[src/rtl/uart_receiver_pkg.sv]
// Shared UART receiver definitions: FSM state encoding, frame width, and bit-counter markers.
package uart_receiver_pkg;

    localparam int unsigned UART_DATA_BITS = 8;

    typedef enum logic [1:0] {
        RX_IDLE  = 2'b00,
        RX_START = 2'b01,
        RX_DATA  = 2'b10,
        RX_STOP  = 2'b11
    } rx_state_e;

    // Bit-counter value marking "stop bit already sampled as 0, waiting for line to go idle".
    localparam logic [3:0] BIT_CNT_WAIT = 4'hF;

    // Index of the last data bit, as a 4-bit bit-counter value.
    localparam logic [3:0] BIT_CNT_LAST = 4'(UART_DATA_BITS - 1);

endpackage

[src/rtl/uart_rx_baud_tick.sv]
// Reloadable baud down-counter for the UART receiver. A load arms a strobe HALF clocks later;
// every strobe while enabled re-arms the next one CLKS_PER_BIT clocks later.
module uart_rx_baud_tick #(
    parameter int unsigned CLKS_PER_BIT = 2
) (
    input  logic i_clk,
    input  logic i_rst_n,
    input  logic i_load,
    input  logic i_en,
    output logic o_tick
);

    // The counter holds "clocks remaining minus one", so the strobe lands exactly
    // HALF / CLKS_PER_BIT edges after the load / previous strobe.
    localparam logic [7:0] LP_HALF_M1 = 8'(CLKS_PER_BIT / 2 - 1);
    localparam logic [7:0] LP_FULL_M1 = 8'(CLKS_PER_BIT - 1);

    logic [7:0] r_cnt;

    assign o_tick = i_en && (r_cnt == 8'd0);

    // Counter: load on frame start, reload on each strobe, otherwise count down.
    always_ff @(posedge i_clk or negedge i_rst_n) begin
        if (!i_rst_n) begin
            r_cnt <= 8'd0;
        end else if (i_load) begin
            r_cnt <= LP_HALF_M1;
        end else if (i_en) begin
            r_cnt <= o_tick ? LP_FULL_M1 : r_cnt - 8'd1;
        end
    end

endmodule

[src/rtl/uart_receiver.sv]
// UART receiver: 8N1, MSB first, one-entry holding register with valid/rd handshake,
// one-cycle frame-error pulse and sticky overrun flag.
// Optional: define UART_RX_SYNC_EN to pass rx through a 2-flop synchronizer (adds 2 clocks).
module uart_receiver
    import uart_receiver_pkg::*;
#(
    parameter int unsigned CLKS_PER_BIT = 2
) (
    input  logic                      i_clk,
    input  logic                      i_rst_n,
    input  logic                      i_rx,
    input  logic                      i_rd,
    output logic [UART_DATA_BITS-1:0] o_data,
    output logic                      o_valid,
    output logic                      o_frame_err,
    output logic                      o_overrun
);

    logic                      w_rx_s;
    logic                      w_tick;
    logic                      w_load;
    logic                      w_baud_en;
    logic                      w_shift;
    logic                      w_stop_sample;
    logic                      w_deliver;
    logic                      w_frame_bad;
    rx_state_e                 r_state;
    rx_state_e                 w_state_d;
    logic [3:0]                r_bit_cnt;
    logic [UART_DATA_BITS-1:0] r_shreg;
    logic [UART_DATA_BITS-1:0] r_data;
    logic                      r_valid;
    logic                      r_frame_err;
    logic                      r_overrun;

`ifdef UART_RX_SYNC_EN
    logic [1:0] r_sync;

    // Two-flop synchronizer, idle-high out of reset.
    always_ff @(posedge i_clk or negedge i_rst_n) begin
        if (!i_rst_n) begin
            r_sync <= 2'b11;
        end else begin
            r_sync <= {r_sync[0], i_rx};
        end
    end

    assign w_rx_s = r_sync[1];
`else
    assign w_rx_s = i_rx;
`endif

    uart_rx_baud_tick #(
        .CLKS_PER_BIT(CLKS_PER_BIT)
    ) u_baud_tick (
        .i_clk  (i_clk),
        .i_rst_n(i_rst_n),
        .i_load (w_load),
        .i_en   (w_baud_en),
        .o_tick (w_tick)
    );

    // FSM state register.
    always_ff @(posedge i_clk or negedge i_rst_n) begin
        if (!i_rst_n) begin
            r_state <= RX_IDLE;
        end else begin
            r_state <= w_state_d;
        end
    end

    // FSM next-state logic.
    always_comb begin
        w_state_d = r_state;
        case (r_state)
            RX_IDLE: begin
                if (!w_rx_s) w_state_d = RX_START;
            end
            RX_START: begin
                // A high line at mid-start-bit is a glitch, not a frame.
                if (w_tick) w_state_d = w_rx_s ? RX_IDLE : RX_DATA;
            end
            RX_DATA: begin
                if (w_tick && (r_bit_cnt == BIT_CNT_LAST)) w_state_d = RX_STOP;
            end
            RX_STOP: begin
                if (r_bit_cnt == BIT_CNT_WAIT) begin
                    if (w_rx_s) w_state_d = RX_IDLE;
                end else if (w_tick && w_rx_s) begin
                    w_state_d = RX_IDLE;
                end
            end
            default: w_state_d = RX_IDLE;
        endcase
    end

    // FSM outputs: counter control and sample-point strobes.
    always_comb begin
        w_load        = (r_state == RX_IDLE) && !w_rx_s;
        w_baud_en     = (r_state != RX_IDLE);
        w_shift       = (r_state == RX_DATA) && w_tick;
        w_stop_sample = (r_state == RX_STOP) && (r_bit_cnt != BIT_CNT_WAIT) && w_tick;
        w_deliver     = w_stop_sample && w_rx_s;
        w_frame_bad   = w_stop_sample && !w_rx_s;
    end

    // Shift register and bit counter.
    always_ff @(posedge i_clk or negedge i_rst_n) begin
        if (!i_rst_n) begin
            r_shreg   <= '0;
            r_bit_cnt <= 4'd0;
        end else if (w_load) begin
            r_bit_cnt <= 4'd0;
        end else if (w_shift) begin
            r_shreg   <= {r_shreg[UART_DATA_BITS-2:0], w_rx_s};
            r_bit_cnt <= r_bit_cnt + 4'd1;
        end else if (w_frame_bad) begin
            r_bit_cnt <= BIT_CNT_WAIT;
        end
    end

    // Holding register, valid/rd handshake, error flags.
    always_ff @(posedge i_clk or negedge i_rst_n) begin
        if (!i_rst_n) begin
            r_data      <= '0;
            r_valid     <= 1'b0;
            r_frame_err <= 1'b0;
            r_overrun   <= 1'b0;
        end else begin
            r_frame_err <= w_frame_bad;
            if (w_deliver) begin
                if (!r_valid || i_rd) begin
                    r_data  <= r_shreg;
                    r_valid <= 1'b1;
                    if (r_valid) r_overrun <= 1'b0;
                end else begin
                    r_overrun <= 1'b1;
                end
            end else if (i_rd && r_valid) begin
                r_valid   <= 1'b0;
                r_overrun <= 1'b0;
            end
        end
    end

    assign o_data      = r_data;
    assign o_valid     = r_valid;
    assign o_frame_err = r_frame_err;
    assign o_overrun   = r_overrun;

endmodule

[config.mk]
export PLATFORM = sky130hd
export DESIGN_NAME = uart_receiver
export DESIGN_NICKNAME = d
export VERILOG_FILES = /design/src/rtl/uart_receiver_pkg.sv /design/src/rtl/uart_rx_baud_tick.sv /design/src/rtl/uart_receiver.sv
export SDC_FILE = /design/constraint.sdc
export NUM_CORES = 1
export LEC_CHECK = 0
export CELL_PAD_IN_SITES_DETAIL_PLACEMENT = 1
export CELL_PAD_IN_SITES_GLOBAL_PLACEMENT = 1
export CORE_UTILIZATION = 41
export CTS_CLUSTER_SIZE = 28
export DETAILED_ROUTE_END_ITERATION = 8
export GPL_ROUTABILITY_DRIVEN = 0
export GPL_TIMING_DRIVEN = 0
export PLACE_DENSITY = 0.73
export SYNTH_ARGS = -nofsm -noshare
export SYNTH_HDL_FRONTEND = slang
export SYNTH_SLANG_ARGS = --single-unit
export TNS_END_PERCENT = 100
[constraint.sdc]
create_clock -name i_clk -period 2.1 [get_ports i_clk]
set_clock_uncertainty 0.2 [all_clocks]
set_input_delay 0.42 -clock i_clk [delete_from_list [all_inputs] [get_ports i_clk]]
set_output_delay 0.42 -clock i_clk [all_outputs]
set_load 0.01 [all_outputs]
==> results_dict.tcl <==
set metrics [dict create \
    status "finished, violations left" \
    synthDominantCellAreaShare 0.497 \
    synth_area_leaders "dfrtp_1 50%, mux2_4 7.2%, mux2_2 6.1%" \
    coreArea_mm2 0.00377 \
    die_area_mm2 0.00431 \
    track_usage 0.209 \
    netlist_area_mm2 0.00166 \
    clk_latency_ns 0.29 \
    cellPowerDensity_mw_per_mm2 540 \
    hpwl_um 2590 \
    grt_pass1_wl_um 6570 \
    cts-htree-levels 2 \
    reg2reg_to "o_data[1]" \
    grt_max_degree 34 \
    worst_path_largest_cell_delay_ns 0.49 \
    hp-class "input port to asynchronous set/reset pin" \
    setup-violations-final 0 \
    finalCriticalPeriod_ns 2.09 \
    synth_flop_cell "dfrtp_1" \
    yosys.area.top_type "dfrtp_1" \
    tightest_slew_ns 0.737 \
    num_rows 22 \
    fin_ws_ns 0.00621 \
    fmax_mhz 478 \
    worst-path-buf-inv 1 \
    instances_no_fill 227 \
    via_per_inst 5.62 \
    wirelength_um 3940 \
    cts.sinks 33 \
    first_global_vias 1322 \
    syn-mean-instance-area_um2 11.5 \
    dp_cells 206 \
    dp_worst_setup_slack_ns -0.209 \
    start_util 0.441 \
    rsz0062_at_grt "yes" \
    critPathLaunchType "flop" \
    p_leak_nw 0.897 \
    syn-num-nets 151 \
    required_ns 2.08 \
    peakVddDrop_mv 0.257 \
    cts_buffers 5 \
    cts_tree "built" \
    cts.clk_slew.worst_paths_ns 0.07 \
    dieWidth_um 65.7 \
    path_cells "buf_6, nor4_4, nand4_4, or3b_4, mux2_4" \
    synthTopCellsByCount "33 x dfrtp_1, 10 x o21ai_0, 9 x mux2_2" \
    synth.most_common_cell "dfrtp_1" \
    syn_to_final_growth_pct 26.7 \
    drive_gt1_frac 0.346 \
    ys_seq_elements 33 \
    crit_type "flop to flop" \
    async_flop_share 1.00 \
    ctsHoldBuffers 0 \
    synth-edff-count 0 \
    vias 1275 \
    synth_warnings 0 \
    final_antenna_net_count 0 \
    slew_violations 0 \
    die_h_um 65.7 \
    synth-seq-area-share 0.497 \
    rr_worst_depth 5 \
    worstSetupEndpointType "flop" \
    post-route-util 0.558 \
    clk_path_buf_depth 2 \
    slowest_stage "or3b_4" \
    drt-initial-drc-count 57 \
    pin_count 15 \
    synth.distinct_cells 47 \
    r2r_setup_slack_ns 0.006 \
    syn_inst 144 \
    cpLargestDelayFamily "simple AND/OR/NAND/NOR gates" \
    rr_startpoint "u_baud_tick.r_cnt[2]" \
    numPortBuffers 14 \
    diodes 0 \
    remaining_drc_errors 0 \
    drv_cap 0 \
    antenna_found_initial 0 \
    violations "negative hold slack" \
    nets 185 \
    wire_per_inst_um 17.3 \
    worst_hold_slack_ns -0.0169 \
    arrival_ns 2.07 \
    grt_overflow 0 \
    fin_crit_sh 0.997 \
    finalHoldViolCount 33 \
    cts_root_buf "clkbuf_8" \
    first_pass_iters 4 \
    crit_fanout 8 \
    slew_headroom 0.509 \
]
how the worst max path moves through the flow:
stage	slack (ns)	startpoint	cells past startpoint	end
after global placement	-0.25	i_rst_n	1	r_bit_cnt[0]
after floorplan	0.002	u_baud_tick.r_cnt[0]	7	o_data[0]
final	0.006	u_baud_tick.r_cnt[2]	5	o_data[1]
after CTS	-0.01	u_baud_tick.r_cnt[5]	5	o_data[1]
after global routing	-0.04	u_baud_tick.r_cnt[2]	5	o_data[5]
after detailed placement	-0.21	u_baud_tick.r_cnt[0]	6	r_state[0]
registers in the layout, indices dropped and copies added, names as in the netlist, named ones only:
signal             flops
o_data                 8
r_shreg                8
u_baud_tick.r_cnt      8
r_bit_cnt              4
o_frame_err            1
o_overrun              1
o_valid                1
r_state                1
report_power, final:
part | switching, mW | leakage [nW] | internal (mW)
Combinational | 0.0186 | 0.441 | 0.00659
Clock | 0.248 | 0.0439 | 0.229
Sequential | 0 | 0.412 | 0.635
Total | 0.267 | 0.897 | 0.870
cell families (layout without fill, tap and decap cells):
family,Yosys count,in the layout,share of synthesized area
buffers and inverters,13,48,0.0407
adders and majority gates,3,3,0.0226
xor gates and xnor gates,1,1,0.00527
and+or+nand+nor,44,44,0.171
DFF,33,33,0.497
AOI/OAI and AO/OA,33,33,0.130
muxes,17,17,0.133
per-layer routing:
metal  global-route usage  up-vias  routed length, um
li1                     -      599                  -
met1                0.263      647               1810
met2                0.337       23               1950
met3               0.0590        6                121
met4               0.0815        0                 53
met5                    0        -                  0
through the flow:
step	power [mW]	instance area (um2)	setup TNS [ns]
4_1_cts	1.15	2040	-0.0520
3_3_place_gp	0.674	1860	-9.90
5_1_grt	1.18	2100	-0.267
3_5_place_dp	0.673	1860	-2.85
6_report	1.14	2100	0
2_1_floorplan	0.653	1660	0
area by class of cell:
class	instances	area, um2
buffer	5	30.0
clock buffer	5	68.8
clock inverter	3	17.5
fill	412	1670
inverter	7	26.3
multi-input combinational	98	832
sequential	33	830
tap	48	60.1
timing repair buffer	28	240
cells in the final DEF, fill, tap and decap left out, drive strengths merged, types with 2 or more instances in the layout:
cell type	netlist	layout
a21oi	7	7
buf	3	17
clkbuf	3	8
clkdlybuf4s50	0	13
clkinv	0	2
dfrtp	33	33
ha	3	3
inv	7	7
mux2	17	17
nand2	8	8
nand2b	3	3
nand3	4	4
nand4	3	3
nand4b	2	2
nor2	5	5
nor3	3	3
nor4	2	2
o21a	2	2
o21ai	11	11
o221ai	3	3
o22ai	2	2
or2	2	2
or3	2	2
repair_timing:
item / CTS / global route
endpoints found under the hold margin: 0 / 0
setup buffers: 6 / 8
resized for setup: 14 / 4
cloned: 0 / 0
pin swaps: 3 / 3
setup endpoints to repair: 26 / 14
Note: power is estimated with default switching activity, not from simulation.
==> variant: new RTL, same flow settings <==
Add a define of `UART_RX_SYNC_EN`.
--- a/src/rtl/uart_receiver.sv
+++ b/src/rtl/uart_receiver.sv
@@ -1,6 +1,8 @@
 // UART receiver: 8N1, MSB first, one-entry holding register with valid/rd handshake,
 // one-cycle frame-error pulse and sticky overrun flag.
 // Optional: define UART_RX_SYNC_EN to pass rx through a 2-flop synchronizer (adds 2 clocks).
+`define UART_RX_SYNC_EN
+
 module uart_receiver
     import uart_receiver_pkg::*;
 #(
Check against the original RTL: same outputs for any inputs over 10 cycles, from zero or initial values and one cycle with i_rst_n low; that may be too few to reach the edited logic, so the function may still have changed.
==> variant against the unedited design <==
- non-clock buffer count did not move
- final cell count rose by 0.88%
- largest cell class is now flip-flops and latches
- routed wire length rose by 4.6%
- via count rose by 5.0%
- synthesized area rose by 1.6%
- setup slack got worse by 0.090 ns
- sequential cell count rose by 2
- critical endpoint is now o_data[4]
- the flow finishes with violations (negative hold slack, negative setup slack)
- critical path type unchanged
- fmax fell by 4.1%
- cell area rose by 2.5%
- count of clock-buffer cells in the layout rose by 2
Power is not compared: it rests on default switching activity, and its combinational part moved more than twofold at a synthesized area within 25%.
==> variant: results <==
[clock_network]
cts_buffers = 5
cts.reportedPaths.clkPinSlew_ns = 0.07
cts.path.max_buffers = 2
root_buffer = clkbuf_8

[timing]
timing_hold_violations_final = 8
slew_headroom = 0.491
fin_hold_ws_ns = -0.00776
setup_viol = 11
setup_ws_ns = -0.0839

[hold_path]
min_path_type = primary input to asynchronous set/reset pin

[synthesis]
synth_nets = 154
syn_area_per_cell_um2 = 11.5
ys_top_cells_by_area = dfrtp_1 49%, mux2_2 11%, dfstp_2 3.1%
synth.yosys.seq_area_share = 0.520
synthDistinctLibCells = 45
synth_common_cells = 33 x dfrtp_1, 16 x mux2_2, 11 x nand2_1, 8 x a21oi_1, 8 x o21ai_0

[grt]
use_met3 = 0.0483
grtUsageMet2 = 0.348
grt_pass1_vias = 1408
use_met1 = 0.252
grt_pass1_wl_mm = 6.73
grt_max_degree = 36
grt_usage = 0.210

[critical_path]
cp_top_family = simple AND/OR/NAND/NOR gates
worstRegToRegCells = 8
critPathSlowestCell = dfrtp_1
worstPathArrival_ns = 2.16
crit_path_max_incr_delay_ns = 0.40

[run_status]
status = complete, but fails checks
violations = negative hold slack, negative setup slack

[power]
vdd_drop_max_v = 0.000660
leakage_nw = 0.944
internal_power_w = 0.00156

[place]
dpl.hpwl_mm = 2.54
dp_cells = 209
port_buffers = 14
postPlaceCellArea_mm2 = 0.00191

[layout]
diodes = 0
drive_gt1_frac = 0.304
final_nets = 187
fillCellCount = 400

[drt]
drt_iter0_drc = 83
dr_total_vias = 1339
avgViaCountPerCell = 5.85
wirelength_mm = 4.12
[variant: repair_timing]
| item | in CTS | in global routing |
|---|---|---|
| pin swaps | 2 | 2 |
| buffers inserted | 8 | 6 |
| resized for setup | 5 | 13 |
| setup endpoints to repair | 17 | 18 |
[variant: cell families after synthesis]
group,after synthesis,share of synthesized area
adders and majority gates,3,0.0222
buffers and inverters,12,0.0297
and+or+nand+nor,44,0.175
muxes,16,0.107
DFF,35,0.520
AOI/OAI and AO/OA,36,0.141
xor gates and xnor gates,1,0.00519
[variant: area by class of cell]
class | count | area share
clock buffers | 7 | 0.0447
clock inverters | 1 | 0.00348
flip-flops and latches | 35 | 0.407
multi-input cells | 100 | 0.379
repair buffers | 27 | 0.110
well taps | 48 | 0.0278
inverters | 5 | 0.00870
plain buffers | 6 | 0.0191
[variant: final timing paths]
| path | startpoint | endpoint |
|---|---|---|
| max | u_baud_tick.r_cnt[0] | o_data[4] |
| min | i_rst_n | r_bit_cnt[3] |
| max reg2reg | u_baud_tick.r_cnt[0] | o_data[4] |
| min reg2reg | r_sync[0] | r_sync[1] |
| max in group asynchronous | i_rst_n | r_shreg[6] |
| min in group i_clk | r_sync[0] | r_sync[1] |
[variant: through the flow]
step	setup slack, ns	utilization	TNS [ns]	total power [W]
after floorplan	-0.175	-	-1.36	0.00152
after global placement	-0.432	0.504	-15.55	0.00170
after detailed placement	-0.477	0.502	-5.28	0.00175
after CTS	-0.0737	0.549	-0.724	0.00239
after global routing	-0.199	0.568	-2.54	0.00261
final	-0.0839	0.568	-0.650	0.00245
[variant: layer usage]
layer,up-vias,wire (um)
met5,-,0
met4,0,104
met3,12,114
met2,26,2110
met1,689,1790
li1,612,-
